$ cat config.mk
export PLATFORM = sky130hd
export DESIGN_NAME = nb_dispatch_fsm
export DESIGN_NICKNAME = d
export VERILOG_FILES = /design/src/rtl/nb_dispatch_fsm.sv
export SDC_FILE = /design/constraint.sdc
export NUM_CORES = 1
export LEC_CHECK = 0
export CORE_MARGIN = 2
export CORE_UTILIZATION = 48
export DETAILED_ROUTE_END_ITERATION = 8
export HOLD_SLACK_MARGIN = 0.08
export PLACE_DENSITY = 0.86
export RECOVER_POWER = 100
export SLEW_MARGIN = 10
export SYNTH_ARGS = -nofsm -noshare
export SYNTH_HDL_FRONTEND = slang
export SYNTH_SLANG_ARGS = --single-unit
$ cat constraint.sdc
create_clock -name clk -period 6.1 [get_ports clk]
set_clock_uncertainty 0.05 [all_clocks]
set_input_delay 1.22 -clock clk [delete_from_list [all_inputs] [get_ports clk]]
set_output_delay 1.22 -clock clk [all_outputs]
set_load 0.01 [all_outputs]
$ cat src/rtl/nb_dispatch_fsm.sv
// Neighbor dispatch sequencer: streams neighbor-cache entries to the filter one at a time.
// Optional back-pressure cycle counter enabled by defining NB_DISPATCH_STALL_CNT_EN.

package MD_pkg;
   parameter int PARTICLE_ID_WIDTH    = 8;
   parameter int POS_PKT_STRUCT_WIDTH = 48;
endpackage

// state       | meaning
// IDLE        | waiting for i_start
// READ        | read request for current neighbor index on the cache port
// ISSUE       | cache data returning; captured onto the filter outputs
// ARM         | filter flag latency slot
// WAIT_FILTER | hold until filter is idle and not back-pressured
module nb_dispatch_fsm
   import MD_pkg::*;
#(
   parameter int NB_ADDR_WIDTH = 9
)
(
   input  logic                            clk,
   input  logic                            rst,
   input  logic                            i_start,
   input  logic [PARTICLE_ID_WIDTH-1:0]    i_num_home_particles,
   input  logic [NB_ADDR_WIDTH-1:0]        i_num_nb_particles,
   output logic                            o_nb_rd_en,
   output logic [NB_ADDR_WIDTH-1:0]        o_nb_rd_addr,
   input  logic [POS_PKT_STRUCT_WIDTH-1:0] i_nb_rd_data,
   input  logic                            i_nb_rd_home_flag,
   output logic [PARTICLE_ID_WIDTH-1:0]    o_home_parid,
   output logic [POS_PKT_STRUCT_WIDTH-1:0] o_nb_pos,
   output logic                            o_nb_from_home_cell_flag,
   output logic                            o_nb_valid,
   input  logic                            i_filtering_flag,
   input  logic                            i_back_pressure,
   output logic                            o_busy,
   output logic                            o_done,
   output logic [31:0]                     o_stall_cycles
);

   typedef enum logic [2:0] {
      IDLE,
      READ,
      ISSUE,
      ARM,
      WAIT_FILTER
   } state_t;

   state_t                         state;
   logic [PARTICLE_ID_WIDTH-1:0]   home_cnt_q;
   logic [PARTICLE_ID_WIDTH-1:0]   home_wrap;
   logic [NB_ADDR_WIDTH-1:0]       nb_cnt_q;
   logic [NB_ADDR_WIDTH-1:0]       nb_idx;
   logic [NB_ADDR_WIDTH-1:0]       nb_last;

   // A home count of zero behaves like one, so the broadcast ID stays at 0.
   always_comb begin
      home_wrap = '0;
      if (home_cnt_q != '0) begin
         home_wrap = home_cnt_q - PARTICLE_ID_WIDTH'(1);
      end
      nb_last = nb_cnt_q - NB_ADDR_WIDTH'(1);
   end

   // o_home_parid is the home counter itself; it free-runs through back pressure
   // so the filter can re-find its checkpoint ID.
   always_ff @(posedge clk) begin
      if (rst) begin
         state                    <= IDLE;
         home_cnt_q               <= '0;
         nb_cnt_q                 <= '0;
         nb_idx                   <= '0;
         o_nb_rd_en               <= 1'b0;
         o_nb_rd_addr             <= '0;
         o_home_parid             <= '0;
         o_nb_pos                 <= '0;
         o_nb_from_home_cell_flag <= 1'b0;
         o_nb_valid               <= 1'b0;
         o_busy                   <= 1'b0;
         o_done                   <= 1'b0;
      end else begin
         o_nb_rd_en <= 1'b0;
         o_nb_valid <= 1'b0;
         o_done     <= 1'b0;

         if (state != IDLE) begin
            if (o_home_parid >= home_wrap) begin
               o_home_parid <= '0;
            end else begin
               o_home_parid <= o_home_parid + PARTICLE_ID_WIDTH'(1);
            end
         end

         case (state)
            IDLE: begin
               if (i_start) begin
                  home_cnt_q   <= i_num_home_particles;
                  nb_cnt_q     <= i_num_nb_particles;
                  nb_idx       <= '0;
                  o_home_parid <= '0;
                  if (i_num_nb_particles == '0) begin
                     o_done <= 1'b1;
                  end else begin
                     state        <= READ;
                     o_busy       <= 1'b1;
                     o_nb_rd_en   <= 1'b1;
                     o_nb_rd_addr <= '0;
                  end
               end
            end

            READ: begin
               state <= ISSUE;
            end

            ISSUE: begin
               o_nb_pos                 <= i_nb_rd_data;
               o_nb_from_home_cell_flag <= i_nb_rd_home_flag;
               o_nb_valid               <= 1'b1;
               state                    <= ARM;
            end

            ARM: begin
               state <= WAIT_FILTER;
            end

            WAIT_FILTER: begin
               if (!i_filtering_flag && !i_back_pressure) begin
                  if (nb_idx == nb_last) begin
                     o_done       <= 1'b1;
                     o_busy       <= 1'b0;
                     o_home_parid <= '0;
                     state        <= IDLE;
                  end else begin
                     nb_idx       <= nb_idx + NB_ADDR_WIDTH'(1);
                     o_nb_rd_addr <= nb_idx + NB_ADDR_WIDTH'(1);
                     o_nb_rd_en   <= 1'b1;
                     state        <= READ;
                  end
               end
            end

            default: begin
               state  <= IDLE;
               o_busy <= 1'b0;
            end
         endcase
      end
   end

`ifdef NB_DISPATCH_STALL_CNT_EN
   logic [31:0] stall_q;
   logic        start_accept;

   assign start_accept = (state == IDLE) && i_start;

   always_ff @(posedge clk) begin
      if (rst) begin
         stall_q <= '0;
      end else if (start_accept) begin
         stall_q <= '0;
      end else if (o_busy && i_back_pressure && (stall_q != '1)) begin
         stall_q <= stall_q + 32'd1;
      end
   end

   assign o_stall_cycles = stall_q;
`else
   assign o_stall_cycles = '0;
`endif

endmodule
-- Word level (Yosys, flattened, before mapping)
Index checks and enable logic that the tools add are counted.
- reductions and logical operators: 14
- equal/unequal tests: 10
- $add $sub $neg: 4
- multiplexer cells: 35
- bitwise gates (word level): 1
- order comparisons: 1
- operator list (kind ; count):
    8-bit 2-to-1 mux ; 6
    9-bit 2-to-1 mux ; 5
    9-bit one-hot mux with 2 select lines ; 2
    8-bit one-hot mux with 2 select lines ; 1
    3-bit one-hot mux with 5 select lines ; 1
    1-bit 2-to-1 mux ; 14
    2-bit != test, second input constant ; 5
    5-bit AND reduction ; 2
    9-bit by 1-bit adder with 9-bit output, second input constant ; 1
    9-bit equality test ; 1
    9-bit zero test ; 1
    3-bit 2-to-1 mux ; 3
    9-bit by 1-bit subtractor with 9-bit output, second input constant ; 1
    8-bit by 1-bit adder with 8-bit output, second input constant ; 1
    8-bit >= comparator ; 1
    8-bit nonzero test ; 1
    8-bit by 1-bit subtractor with 8-bit output, second input constant ; 1
    3-bit by 2-bit equality test with 1-bit output, second input constant ; 2
    1-bit one-hot mux with 2 select lines ; 2
    4-bit AND reduction ; 1
    3-bit by 1-bit equality test with 1-bit output, second input constant ; 1
    3-bit equality test, second input constant ; 1
    3-bit zero test ; 1
    1-bit one-hot mux with 3 select lines ; 1
    other kinds (8) ; 9
- output and inout port bits: 102
- logic and storage cells: 77
- register bits after elaboration: 99
- input bits: 71

-- Logic depth before layout (Yosys ltp)
- word-level depth: 8
- gate-level depth with buffers: 13
- mapped depth without buffers: 13

-- Worst setup path before layout
OpenSTA, ideal clock, no wires.
- path kind: flip-flop to flip-flop
- from: register home_cnt_q[2]
- to: register o_home_parid[2]
- data required time: 5.979 ns
- setup time: 0.071 ns
- stages on the path, launching flop included: 13
- arrival: 2.983 ns
- setup slack: 2.997 ns
- period minus slack after synthesis: 3.103 ns
- buffers on the path: 0
- cell sequence: dfxtp_1 nor4_1 nand2_1 or3_1 and2_1 ha_1 nand2b_1 a2111oi_0 o21ai_0 a31o_2 a211oi_1 o22ai_1 a21oi_1
- word-level cells in the longest chain between the ends: 8
- elaborated cells between the ends (all ways): 10
- those cells by class: add/sub (1); order compare (1); mux (7); reduce/logical (1)
- RTL lines (element ; line ; RTL):
    start: declaration ; 50 ; logic [PARTICLE_ID_WIDTH-1:0] home_cnt_q;
    start signal: assignment ; 97 ; home_cnt_q <= i_num_home_particles;
    8-bit by 1-bit subtractor with 8-bit output / 8-bit nonzero test (equally long branches) ; 60, 59 ;
    8-bit 2-to-1 mux (*) ; 59 ; if (home_cnt_q != '0) begin
    8-bit >= comparator (*) ; 87 ; if (o_home_parid >= home_wrap) begin
    8-bit 2-to-1 mux (*) ; 87 ;
    8-bit 2-to-1 mux (*) ; 86 ; if (state != IDLE) begin
    8-bit 2-to-1 mux ; 129 ; if (nb_idx == nb_last) begin
    8-bit 2-to-1 mux ; 128 ; if (!i_filtering_flag && !i_back_pressure) begin
    8-bit one-hot mux with 2 select lines (*) ; 94 ; case (state)
    end signal: assignment ; 90 ; o_home_parid <= o_home_parid + PARTICLE_ID_WIDTH'(1);
    end: declaration ; 30 ; output logic [PARTICLE_ID_WIDTH-1:0] o_home_parid,
Every way passes the cells marked *; elsewhere a longest branch is shown, timed or not.
A chain may end at the register's enable or synchronous reset.

-- Worst setup path after layout
- from: input port i_back_pressure
- to: register o_nb_rd_addr[0]
- word-level cells in the longest chain between the ends: 4
- RTL lines (element ; line ; RTL):
    start: declaration ; 35 ; input logic i_back_pressure,
    1-bit zero test ; 128 ;
    1-bit logical AND ; 128 ;
    2-bit != test (no line) ; n/a ;
    5-bit AND reduction (no line) ; n/a ;
    end signal: assignment ; 136 ; o_nb_rd_addr <= nb_idx + NB_ADDR_WIDTH'(1);
    end: declaration ; 27 ; output logic [NB_ADDR_WIDTH-1:0] o_nb_rd_addr,
No other way between the ends.

==> run summary <==
The max-slew violation total from the final report came out at 0. The worst-case IR drop observed on VDD is 0.135 mV. The number of standard cells after synthesis is 596. The count of endpoints failing hold in the final timing report is 0. The count of TritonRoute iterations in the first routing pass came out at 5.

Leaving out fill and tap cells, the most frequent cell in the layout is sky130_fd_sc_hd__nand2_1. The total of buffers placed on input and output ports came out at 140. The TritonCTS clock tree is yes. The count of maximum capacitance violations is 0.

The sequential area share after synthesis is 42.5%. The headroom to the max-slew limit is 22.0%. The post-CTS clock slew at the launch and capture registers of the worst setup and hold paths is 0.11 ns. Based on the critical path, the design can be clocked at up to 265 MHz. The total detailed-routing wirelength came out at 11900 µm.

The transition time at the pin with the least slew margin is 1.17 ns. The remaining design rule violation count is 0. The sum of negative setup slack came out at 0 ns. Clock latency on the worst-skew pair, taken at its later pin, is 0.38 ns. The core region area is 0.00933 mm².

The final standard cell utilization of the core came out at 66.4%. CTS built an H-tree with a depth of 3. Setup repair after global routing left no endpoint under its margin.

The flow ran to the end, and the final reports show no timing, DRC or antenna violations. The routed length per placed instance came out at 14.0 µm. The total placed instance area is 0.00600 mm². Once the clock tree was built, the setup fixing pass inserted 0 buffers. In this run the remaining antenna-violating nets after routing total 0. STA puts the critical path data required time at 6.32 ns. Compared with the post-synthesis result, the final layout area differs by 32.7%. The number of different library cells used by synthesis comes to 51. The share of the cycle needed by the critical path after routing came out at 61.8%. The detailed router finished its first iteration with 172 violations. The smallest clock period supported by the final layout is computed as 3.77 ns. The fraction of final layout cells sized beyond drive strength 1 is 4.28%. The first global-routing pass estimated 19100 µm of wire. The routability-driven placement congestion ratio is 0.888.

Clock tree synthesis inserted a total of 9 buffers. The width of the chip is 103 µm. STA classifies the critical path startpoint as an input port.

The maximum fanout encountered on the critical timing path is 11. The per-instance average area after synthesis came out at 7.83 µm². By startpoint and endpoint, the worst setup path is classified as input port to flop. The count of yosys warnings during synthesis is 0. Dividing the detail-routed via count by the number of cells gives 5.09.

The worst setup path is captured at a flop. Yosys mapped a number of flops with a built-in enable equal to 0. The post-cts gate resize count is 0. The post-synthesis register bit count is 99. The number of standard-cell rows in the floorplan came out at 35. By area the synthesized netlist is led by sky130_fd_sc_hd__dfxtp_1 (42%), sky130_fd_sc_hd__nand2_1 (14%), sky130_fd_sc_hd__a21oi_1 (8.5%). Across every metal layer, demand over resource in global routing totals 23.0%. The share of flip-flops with an asynchronous set or reset came out at 0%. The initial antenna violation count is 0. With fillers left out, the area of the finished cells amounts to 0.00619 mm². The number of hold buffers added after cts came out at 0.

Setup violations remaining at the end of the flow were counted as 0. The netlist area before placement is 0.00467 mm². The most used flip-flop cell after synthesis is sky130_fd_sc_hd__dfxtp_1.

The detailed-route via count is 4344. The top-level I/O count is 173. The buffer depth of the longest clock path came out at 2. The leakage power summed over all cells came out at 2.47 nW.

The floorplan step defined a die boundary enclosing 0.0105 mm². The top cell types in the final layout, fill and taps aside, are sky130_fd_sc_hd__nand2_1 (171), sky130_fd_sc_hd__dfxtp_1 (99), sky130_fd_sc_hd__a21oi_1 (80), sky130_fd_sc_hd__dlygate4sd3_1 (73), sky130_fd_sc_hd__clkdlybuf4s50_1 (66). The arrival time reported for the critical path endpoint came out at 3.99 ns. The min-delay analysis places its worst path in the category flop to flop. The number of global-route vias before repair is 4204. The top cell type's share of synthesized area is 42.5%. Counting every sink on the clock net gives 99. The remaining global-route overflow is 0. At the end of the flow, the number of nets in the layout was 802.

The overall die height is 103 µm. The largest net degree at the start of global routing came out at 87. The effective utilization at floorplan is 50.0%. The detailed-placement wirelength estimate is 8600 µm. The power density over cell area came out at 229 mW/mm².

In this run the clock root is driven by a sky130_fd_sc_hd__clkbuf_8. The largest total area in the synthesized netlist belongs to sky130_fd_sc_hd__dfxtp_1.
stage by stage:
stage / setup slack, ns / hold slack (ns) / power, W / std cells
final: 2.33 / 0.406 / 0.00142 / 854
after global routing: 2.12 / 0.429 / 0.00149 / 853
after detailed placement: 2.38 / 0.395 / 0.00102 / 837
after floorplan: 3.00 / 0.400 / 0.000909 / 627
after global placement: 2.50 / 0.390 / 0.00101 / 837
after CTS: 2.53 / 0.412 / 0.00144 / 853
sequential cells by signal, summed over array words and instances (netlist names):
register / count
o_nb_valid: 1
o_nb_from_home_cell_flag: 1
o_nb_pos: 48
o_done: 1
o_nb_rd_en: 1
nb_cnt_q: 9
o_home_parid: 8
home_cnt_q: 8
state: 3
o_busy: 1
o_nb_rd_addr: 9
nb_idx: 9
per-layer routing:
metal  GRT usage, %  up-vias  wire (µm)
li1               -     2169          -
met1           26.7     1995       4730
met2           37.8      161       5850
met3           9.97       19       1130
met4           8.21        0        221
met5              0        -          0
layout make-up:
class,instances,area (µm²)
Tap cell,129,161
Sequential cell,99,1980
Fill cell,793,3130
Inverter,11,41.3
Clock buffer,10,128
Timing Repair Buffer,143,1420
Antenna cell,1,2.50
Multi-Input combinational cell,455,2400
Clock inverter,6,65.1
Yosys cell counts (all sizes together), types with 3 or more instances:
master and number:
and2 6, xor2 7, mux2 4, a21oi 80, dfxtp 99, clkbuf 26, xnor2 16, nand2 171
nand2b 8, nand4 3, mux2i 8, buf 36, nor3b 4, o21ai 12, ha 12, nand3 7
a31oi 4, nor2 28, nor2b 6, a211oi 3, nor4 3, nor3 14, inv 11, or3 5
kinds of logic after synthesis:
kind of cell | count (synthesis) | synth area share, %
XOR/XNOR | 23 | 4.32
multiplexers | 12 | 2.68
AND/OR/NAND/NOR | 262 | 24.7
adder cells (fa/ha/maj) | 12 | 3.22
other | 1 | 0.0804
AO/OA/AOI/OAI | 114 | 13.8
flip-flops | 99 | 42.5
buffers and inverters | 73 | 8.71
power breakdown:
group / internal [W] / switching (W)
clock: 0.000162 / 0.000254
sequential: 0.000677 / 0.0000264
combinational: 0.000136 / 0.000162
total: 0.000975 / 0.000443
final timing paths:
path | from | to | slack [ns] | cells past startpoint
setup / recovery | i_back_pressure | o_nb_rd_addr[0] | 2.33 | 6
hold / removal | o_nb_pos[37] | o_nb_pos[37] | 0.41 | 2
setup reg to reg | home_cnt_q[2] | o_home_parid[1] | 2.44 | 12
hold reg to reg | o_nb_pos[37] | o_nb_pos[37] | 0.41 | 2
critical path, stage by stage:
cell,delay [ns]
sky130_fd_sc_hd__dlygate4sd3_1,0.54
sky130_fd_sc_hd__nor2_1,0.45
sky130_fd_sc_hd__nand3_1,0.21
sky130_fd_sc_hd__a21oi_1,0.69
sky130_fd_sc_hd__a21oi_1,0.45
sky130_fd_sc_hd__a32o_1,0.43
Power figures use the tool's default switching activity.
